[config.mk]
export PLATFORM = sky130hd
export DESIGN_NAME = fetch_stage
export DESIGN_NICKNAME = d
export VERILOG_FILES = /design/src/rtl/fetch_pkg.sv /design/src/rtl/ifid_reg.sv /design/src/rtl/fetch_stage.sv
export SDC_FILE = /design/constraint.sdc
export NUM_CORES = 1
export LEC_CHECK = 0
export ABC_AREA = 0
export CAP_MARGIN = 25
export CELL_PAD_IN_SITES_DETAIL_PLACEMENT = 0
export CELL_PAD_IN_SITES_GLOBAL_PLACEMENT = 1
export CORE_ASPECT_RATIO = 2
export CORE_MARGIN = 2
export CORE_UTILIZATION = 38
export DETAILED_ROUTE_END_ITERATION = 6
export GPL_ROUTABILITY_DRIVEN = 0
export PLACE_DENSITY = 0.88
export SLEW_MARGIN = 10
export SYNTH_ARGS = -nofsm -noshare
export SYNTH_HDL_FRONTEND = slang
export SYNTH_SLANG_ARGS = --single-unit
[constraint.sdc]
create_clock -name clk -period 1.9 [get_ports clk]
set_input_delay 0.38 -clock clk [delete_from_list [all_inputs] [get_ports clk]]
set_output_delay 0.38 -clock clk [all_outputs]
set_load 0.01 [all_outputs]
[src/rtl/fetch_pkg.sv]
// fetch_pkg: shared types and constants for the instruction-fetch stage.
//   fetch_state_t : controller states (REQ issues a fetch, HOLD parks a
//                   fetched word while decode stalls, DRAIN swallows the
//                   response to a request made before a redirect)
//   ifid_t        : IF/ID record {valid, pc, instr} at default widths
//   PC_INC        : byte step between sequential fetches
//   NOP_INSTR     : instruction value held by IF/ID after reset or a bubble
package fetch_pkg;

    localparam int PC_W_DEF    = 10;
    localparam int INSTR_W_DEF = 32;
    localparam int PC_INC      = 4;

    localparam logic [INSTR_W_DEF-1:0] NOP_INSTR = 32'h0000_0000;

    typedef enum logic [1:0] {
        REQ   = 2'd0,
        HOLD  = 2'd1,
        DRAIN = 2'd2
    } fetch_state_t;

    typedef struct packed {
        logic                   valid;
        logic [PC_W_DEF-1:0]    pc;
        logic [INSTR_W_DEF-1:0] instr;
    } ifid_t;

endpackage

[src/rtl/ifid_reg.sv]
// ifid_reg: IF/ID pipeline register.
//   clk, reset_n          : clock, asynchronous active-low reset
//   load                  : capture {load_pc, load_instr} and mark valid
//   clear                 : return to the empty (bubble) value; beats load
//   (neither)             : hold
//   valid, pc, instr      : registered IF/ID contents
module ifid_reg #(
    parameter int PC_W    = 10,
    parameter int INSTR_W = 32
) (
    input  logic               clk,
    input  logic               reset_n,
    input  logic               load,
    input  logic               clear,
    input  logic [PC_W-1:0]    load_pc,
    input  logic [INSTR_W-1:0] load_instr,
    output logic               valid,
    output logic [PC_W-1:0]    pc,
    output logic [INSTR_W-1:0] instr
);
    import fetch_pkg::*;

    always_ff @(posedge clk or negedge reset_n) begin
        if (!reset_n) begin
            valid <= 1'b0;
            pc    <= '0;
            instr <= INSTR_W'(NOP_INSTR);
        end else if (clear) begin
            valid <= 1'b0;
            pc    <= '0;
            instr <= INSTR_W'(NOP_INSTR);
        end else if (load) begin
            valid <= 1'b1;
            pc    <= load_pc;
            instr <= load_instr;
        end
    end

endmodule

[src/rtl/fetch_stage.sv]
// fetch_stage: instruction-fetch controller between the PC register and
// the IF/ID boundary.
//   clk, reset_n                   : clock, asynchronous active-low reset
//   current_pc                     : PC register value
//   next_pc, pc_write              : PC load value / enable (combinational)
//   stall_id                       : decode cannot accept; hold IF/ID
//   branch_taken, branch_target    : redirect pulse and target address
//   imem_req, imem_addr            : fetch request / address (= current_pc)
//   imem_ack, imem_rdata           : response pulse and instruction word
//   ifid_valid, ifid_pc, ifid_instr: IF/ID register outputs
module fetch_stage #(
    parameter int PC_W    = 10,
    parameter int INSTR_W = 32,
    parameter int PC_INC  = fetch_pkg::PC_INC
) (
    input  logic               clk,
    input  logic               reset_n,
    input  logic [PC_W-1:0]    current_pc,
    output logic [PC_W-1:0]    next_pc,
    output logic               pc_write,
    input  logic               stall_id,
    input  logic               branch_taken,
    input  logic [PC_W-1:0]    branch_target,
    output logic               imem_req,
    output logic [PC_W-1:0]    imem_addr,
    input  logic               imem_ack,
    input  logic [INSTR_W-1:0] imem_rdata,
    output logic               ifid_valid,
    output logic [PC_W-1:0]    ifid_pc,
    output logic [INSTR_W-1:0] ifid_instr
);
    import fetch_pkg::*;

    fetch_state_t       state;
    logic [PC_W-1:0]    skid_pc;
    logic [INSTR_W-1:0] skid_instr;

    logic               ifid_load;
    logic               ifid_clear;
    logic [PC_W-1:0]    load_pc;
    logic [INSTR_W-1:0] load_instr;

    // Next-PC mux and IF/ID control. A redirect overrides everything else.
    always_comb begin
        imem_req   = (state != HOLD);
        imem_addr  = current_pc;
        pc_write   = 1'b0;
        next_pc    = current_pc + PC_W'(PC_INC);
        ifid_load  = 1'b0;
        ifid_clear = 1'b0;
        load_pc    = current_pc;
        load_instr = imem_rdata;
        if (branch_taken) begin
            pc_write   = 1'b1;
            // Word-align the target by masking the two low bits.
            next_pc    = branch_target & ~PC_W'(3);
            ifid_clear = 1'b1;
        end else begin
            unique case (state)
                REQ: begin
                    if (imem_ack) begin
                        pc_write  = 1'b1;
                        ifid_load = !stall_id;
                    end else begin
                        // No word this cycle: insert a bubble unless decode is stalled.
                        ifid_clear = !stall_id;
                    end
                end
                HOLD: begin
                    if (!stall_id) begin
                        ifid_load  = 1'b1;
                        load_pc    = skid_pc;
                        load_instr = skid_instr;
                    end
                end
                DRAIN: ;
                default: ;
            endcase
        end
    end

    // Controller state and skid buffer. The skid is only meaningful in HOLD,
    // so its occupancy is implied by the state.
    always_ff @(posedge clk or negedge reset_n) begin
        if (!reset_n) begin
            state      <= REQ;
            skid_pc    <= '0;
            skid_instr <= INSTR_W'(NOP_INSTR);
        end else if (branch_taken) begin
            // A request still in flight (req high, no ack) owes one response
            // that belongs to the old path and must be swallowed.
            state      <= (state != HOLD && !imem_ack) ? DRAIN : REQ;
            skid_pc    <= '0;
            skid_instr <= INSTR_W'(NOP_INSTR);
        end else begin
            unique case (state)
                REQ: begin
                    if (imem_ack && stall_id) begin
                        skid_pc    <= current_pc;
                        skid_instr <= imem_rdata;
                        state      <= HOLD;
                    end
                end
                HOLD: begin
                    if (!stall_id) begin
                        skid_pc    <= '0;
                        skid_instr <= INSTR_W'(NOP_INSTR);
                        state      <= REQ;
                    end
                end
                DRAIN: begin
                    if (imem_ack) state <= REQ;
                end
                default: state <= REQ;
            endcase
        end
    end

    ifid_reg #(.PC_W(PC_W), .INSTR_W(INSTR_W)) u_ifid (
        .clk        (clk),
        .reset_n    (reset_n),
        .load       (ifid_load),
        .clear      (ifid_clear),
        .load_pc    (load_pc),
        .load_instr (load_instr),
        .valid      (ifid_valid),
        .pc         (ifid_pc),
        .instr      (ifid_instr)
    );

endmodule

==> metrics.txt, run 1 <==
FF-to-FF path depth 5; die area between 0.01 and 0.015 mm2; Mapped Nets approximately 490; ys flop type dfrtp_1; clock sinks 87; Die Width around 83 um; Area Overhead vs Synth 37.2%; die height around 160 um; # DRC 0; # placed instances 694; unrepaired setup endpoints after global routing no; HP Class input port to async pin; sequential share of the synthesized area 0.463; crit path max fanout 5; Final Max Slew Viols 0; r2r endpoint u_ifid.instr[4]; EDFF count, synth 0; initial antenna violation count 0; yosys warns 0; share of layout cells above drive strength 1 0.193; Req. time, crit path ~1500 ps; Final Cycle Share 0.984; commonest non-fill, non-tap cell in the layout clkdlybuf4s50_1; core area between 0.01 and 0.015 mm2; postcts setup bufs 0; DR pass1 iterations 4; via/cell ratio around 5; most frequent cells in the layout clkdlybuf4s50_1, dfrtp_1, nand2_1; first-pass GRT wire length about 19,000 um; DRT iter0 DRCs roughly 180; Wirelength per Cell about 17 um; largest net degree at the start of global routing 43; GRT Total Usage 0.189; Vias 3,628; worst hold slack around 13 ps; Critical Path Start Type input port; endpoints failing hold 0; max_slew headroom 0.634; initial core utilization 0.388; cell count after synthesis approximately 440; ys async rst share 1.00; IO Port Bufs ~120; Routed WL about 12,000 um; Crit Path Class input port to output pin; leakage power 2.87 nW; Worst-path clk slew about 60 ps; vias in the first global route between 3,000 and 4,000; Mapped Area approximately 0.0047 mm2; Setup crit start current_pc[6]; maxcap violations 0; Pwr Density about 720 mW/mm2; Antenna diodes 0; slew of the pin with the lowest slew margin between 500 and 600 ps; Row Count 57; Yosys cell types 30; CTS root buffer clkbuf_16; #FFs+latches synth 87; htree depth 3; fmax 535 MHz; peak supply drop about 540 uV; Clock Latency Late Sink 330 ps; Setup Skew around 8.4 ps; r2r setup slk 160 ps; CTS buffer count 9; Util after Layout 0.532; final setup fails 0; Non-Filler Instances about 700; clock buffer depth 2; kind of end point of the critical path output pin; R2R Path Start state[0]; I/O pins 122; fin nets roughly 620; GRT overflow 0; TritonCTS clock tree yes; Critical Path AT around 1500 ps; setup_tns 0 ps; Tmin final about 1900 ps; post-DP HPWL between 8000 and 9000 um; antenna-violating nets left 0; average size of a mapped cell approximately 11 um2; status finished, final reports clean
-- per-stage QoR --
step / worst slack [ps] / total power [W] / cell area [um2]
after global routing: 11.6 / 0.00483 / 6450
after detailed placement: -733 / 0.00289 / 6140
after floorplan: 286 / 0.00245 / 4700
after CTS: -20.4 / 0.00469 / 6440
final: 30.0 / 0.00465 / 6450
after global placement: -736 / 0.00287 / 6140
-- what timing repair did --
item                                    in CTS  in global routing
gates resized for setup                     43                 10
hold buffers                                 0                  0
endpoints found under the setup margin      19                 24
pin swaps                                    1                  2
-- cell families (layout without fill, tap and decap cells) --
family | count (synthesis) | in the layout | share of synthesized area
simple gates | 162 | 162 | 0.194
flops | 87 | 87 | 0.463
mux | 85 | 85 | 0.219
compound gates | 52 | 52 | 0.0570
buf+inv | 46 | 171 | 0.0580
xor+xnor | 3 | 3 | 0.00559
fa+ha+maj | 1 | 1 | 0.00266
-- metal layers --
metal	GRT usage	up-vias	part of all wire
met3	0.0274	23	0.036
met4	0.0857	0	0.033
met5	0	-	0
met2	0.339	98	0.56
li1	-	1714	-
met1	0.212	1793	0.37
-- synth_stat cells, types with 2 or more instances --
| cell | instances | share of area |
|---|---|---|
| o21ai_0 | 7 | 0.0075 |
| nand2_1 | 58 | 0.046 |
| mux2i_1 | 47 | 0.10 |
| nand3_1 | 6 | 0.0064 |
| nor2b_1 | 43 | 0.057 |
| nand2b_1 | 6 | 0.0080 |
| xor2_1 | 2 | 0.0037 |
| buf_4 | 11 | 0.018 |
| buf_2 | 11 | 0.012 |
| clkbuf_1 | 17 | 0.014 |
| dfrtp_1 | 87 | 0.46 |
| buf_6 | 6 | 0.014 |
| nor3b_1 | 38 | 0.061 |
| or4_1 | 4 | 0.0064 |
| mux2_1 | 2 | 0.0048 |
| mux2_4 | 35 | 0.11 |
| nor2_1 | 2 | 0.0016 |
| o21ai_1 | 42 | 0.045 |
-- worst max path at each step --
stage,end,slack [ps],cells after the start
final,next_pc[7],30,5
after global routing,next_pc[5],10,6
after CTS,next_pc[8],-20,6
after detailed placement,next_pc[8],-730,6
after global placement,next_pc[8],-740,6
after floorplan,next_pc[2],290,5
-- sequential cells by signal (all words and copies together) (netlist names) --
signal	count
state	2
u_ifid.instr	32
u_ifid.pc	10
u_ifid.valid	1
skid_instr	32
skid_pc	10
-- cell type report --
cell class / instances / area, um2
Multi-Input combinational cell: 303 / 2280
Inverter: 1 / 3.75
Sequential cell: 87 / 2180
Fill cell: 1105 / 5670
Tap cell: 147 / 184
Clock inverter: 5 / 75.1
Timing Repair Buffer: 156 / 1500
Clock buffer: 9 / 225
-- worst max-delay path: stages --
cell,delay (ps)
clkdlybuf4s15_2,240
nand2_1,80
or4_1,470
nand3_1,100
clkdlybuf4s15_2,220
-- power by group --
| group | internal, W | total, W | switching (W) |
|---|---|---|---|
| logic | 0.000459 | 0.000836 | 0.000376 |
| registers | 0.00194 | 0.00200 | 0.0000533 |
| clock network | 0.00113 | 0.00181 | 0.000683 |
| total | 0.00353 | 0.00465 | 0.00111 |
(Power assumes the default switching activity.)
==> inputs of run 2 (changes only) <==
--- a/config.mk
+++ b/config.mk
@@ -16,2 +16,3 @@
 export GPL_ROUTABILITY_DRIVEN = 0
+export GPL_TIMING_DRIVEN = 0
 export PLACE_DENSITY = 0.88
==> constraint.sdc (replaced) <==
create_clock -name clk -period 1.9 [get_ports clk]
set_input_delay 0.57 -clock clk [delete_from_list [all_inputs] [get_ports clk]]
set_output_delay 0.57 -clock clk [all_outputs]
set_load 0.01 [all_outputs]
==> metrics.txt, run 2 (same netlist as run 1, synthesis figures left out) <==
GRT overflow 0; Critical Path AT about 1500 ps; peak supply drop between 400 and 500 uV; IO Port Bufs 119; Die Width between 80 and 90 um; via/cell ratio between 5 and 6; fill count about 1,100; Seq pwr share 0.426; DR pass1 iterations 4; antenna-violating nets left 0; top layer in use met4; Worst-path clk slew roughly 70 ps; most frequent cells in the layout dfrtp_1, clkdlybuf4s50_1, nand2_1; vias in the first global route between 4,000 and 5,000; crit path max fanout 5; largest net degree at the start of global routing 46; CP cell instances buf_8, nand3_4, or4_4, nand3_2, buf_6; Crit-path slowest cell or4_4; GRT Total Usage 0.199; M1 wire length between 4000 and 5000 um; HP Class input port to async pin; status complete, but fails checks; max_slew headroom 0.603; slew of the pin with the lowest slew margin a little under 600 ps; Tmin final slightly above 2000 ps; leakage power around 3.0 nW; Crit Path Class input port to output pin; unrepaired setup endpoints after global routing yes; Non-Filler Instances 733; P_sw about 0.0012 W; Area Overhead vs Synth 42.5%; Vias 3,739; fin nets about 640; design area about 0.0067 mm2; Routed WL between 10,000 and 15,000 um; Clock Power Share 0.382; Clock Latency Late Sink 340 ps; Antenna diodes 0; Util after Layout 0.552; final worst setup slack -148 ps; placed standard-cell area between 0.006 and 0.007 mm2; failing checks setup timing; clock buffer depth 2; Setup Skew approximately 10 ps; initial core utilization 0.388; fmax approximately 490 MHz; clock sinks between 80 and 90; # placed instances 703; CTS buffer count 9; post-DP HPWL 8990 um; Largest regs skid_instr x32, u_ifid.instr x32; Pwr Density 699 mW/mm2; Req. time, crit path roughly 1300 ps; commonest non-fill, non-tap cell in the layout dfrtp_1; htree depth 3; die height between 150 and 200 um; combinational power share 0.192; setup_tns -406 ps; TritonCTS clock tree yes; flip-flop and latch area between 0.002 and 0.0025 mm2; CTS root buffer clkbuf_16; endpoints failing hold 0; maxcap violations 0; worst hold slack around 230 ps; Final Cycle Share 1.08; first-pass GRT wire length approximately 20,000 um; CP max stage delay roughly 540 ps; # DRC 0; Row Count 57; DRT iter0 DRCs 106; Pint around 0.0035 W; final setup fails 5; area of the multi-input gates around 0.0023 mm2; DR WL met2 ~6900 um; core area 0.0121 mm2; Switching Share 0.253; die area 0.0133 mm2; I/O pins 122; initial antenna violation count 0; metal3 WL slightly above 400 um; Final Max Slew Viols 0; kind of end point of the critical path output pin; Wirelength per Cell 16.9 um; Critical Path Start Type input port; share of layout cells above drive strength 1 0.256
==> run 2: cell types whose count changed in the layout (fill, tap and decap cells not counted), sizes merged <==
cell and change:
buf +21, dlygate4sd2 +2, clkdlybuf4s50 -13, bufinv -1, clkbuf +19, clkdlybuf4s15 -4, clkinv +1
==> run 2: routing by layer <==
| metal | GRT usage | vias up |
|---|---|---|
| li1 | - | 1769 |
| met1 | 0.230 | 1858 |
| met2 | 0.357 | 91 |
| met3 | 0.0263 | 21 |
| met4 | 0.0827 | 0 |
| met5 | 0 | - |
==> run 2: what timing repair did <==
action	in CTS	in global routing
hold buffers	0	0
endpoints found under the setup margin	102	58
buffers inserted	11	8
pin swaps	8	9
resized for setup	149	35
==> run 2: critical path, delay by kind of cell <==
family        cells  cell delay (ps)
buf+inv           2              190
simple gates      3              720
==> run 2: layout make-up <==
type,instances,share of cell area
Multi-Input combinational cell,303,0.351
Sequential cell,87,0.325
Timing Repair Buffer,139,0.206
Buffer,40,0.0441
Clock buffer,11,0.0362
Tap cell,147,0.0275
Clock inverter,5,0.00859
Inverter,1,0.00168
==> run 2: final timing paths <==
path,from,to,slack (ps),depth (start not counted)
worst max-delay path,current_pc[2],next_pc[9],-150,5
worst min-delay path,reset_n,u_ifid.instr[28],230,1
worst max register to register,state[1],skid_instr[25],250,5
worst min register to register,u_ifid.instr[21],u_ifid.instr[21],480,2
max in group asynchronous,reset_n,state[0],1020,2
min in group clk,imem_ack,state[1],440,2
==> run 2: power groups by stage <==
stage                     logic (W)  registers [W]  clock network (W)
final                      0.000898        0.00199            0.00179
after CTS                  0.000891        0.00199            0.00182
after floorplan            0.000419        0.00203                  0
after detailed placement   0.000856        0.00203                  0
after global placement     0.000833        0.00202                  0
after global routing       0.000974        0.00200            0.00189
==> run 2: per-stage QoR <==
step,power (W),setup WS (ps)
floorplan,0.00245,-7.67
global placement,0.00286,-2860
detailed placement,0.00288,-1360
CTS,0.00470,-196
global route,0.00486,-180
finish,0.00468,-148
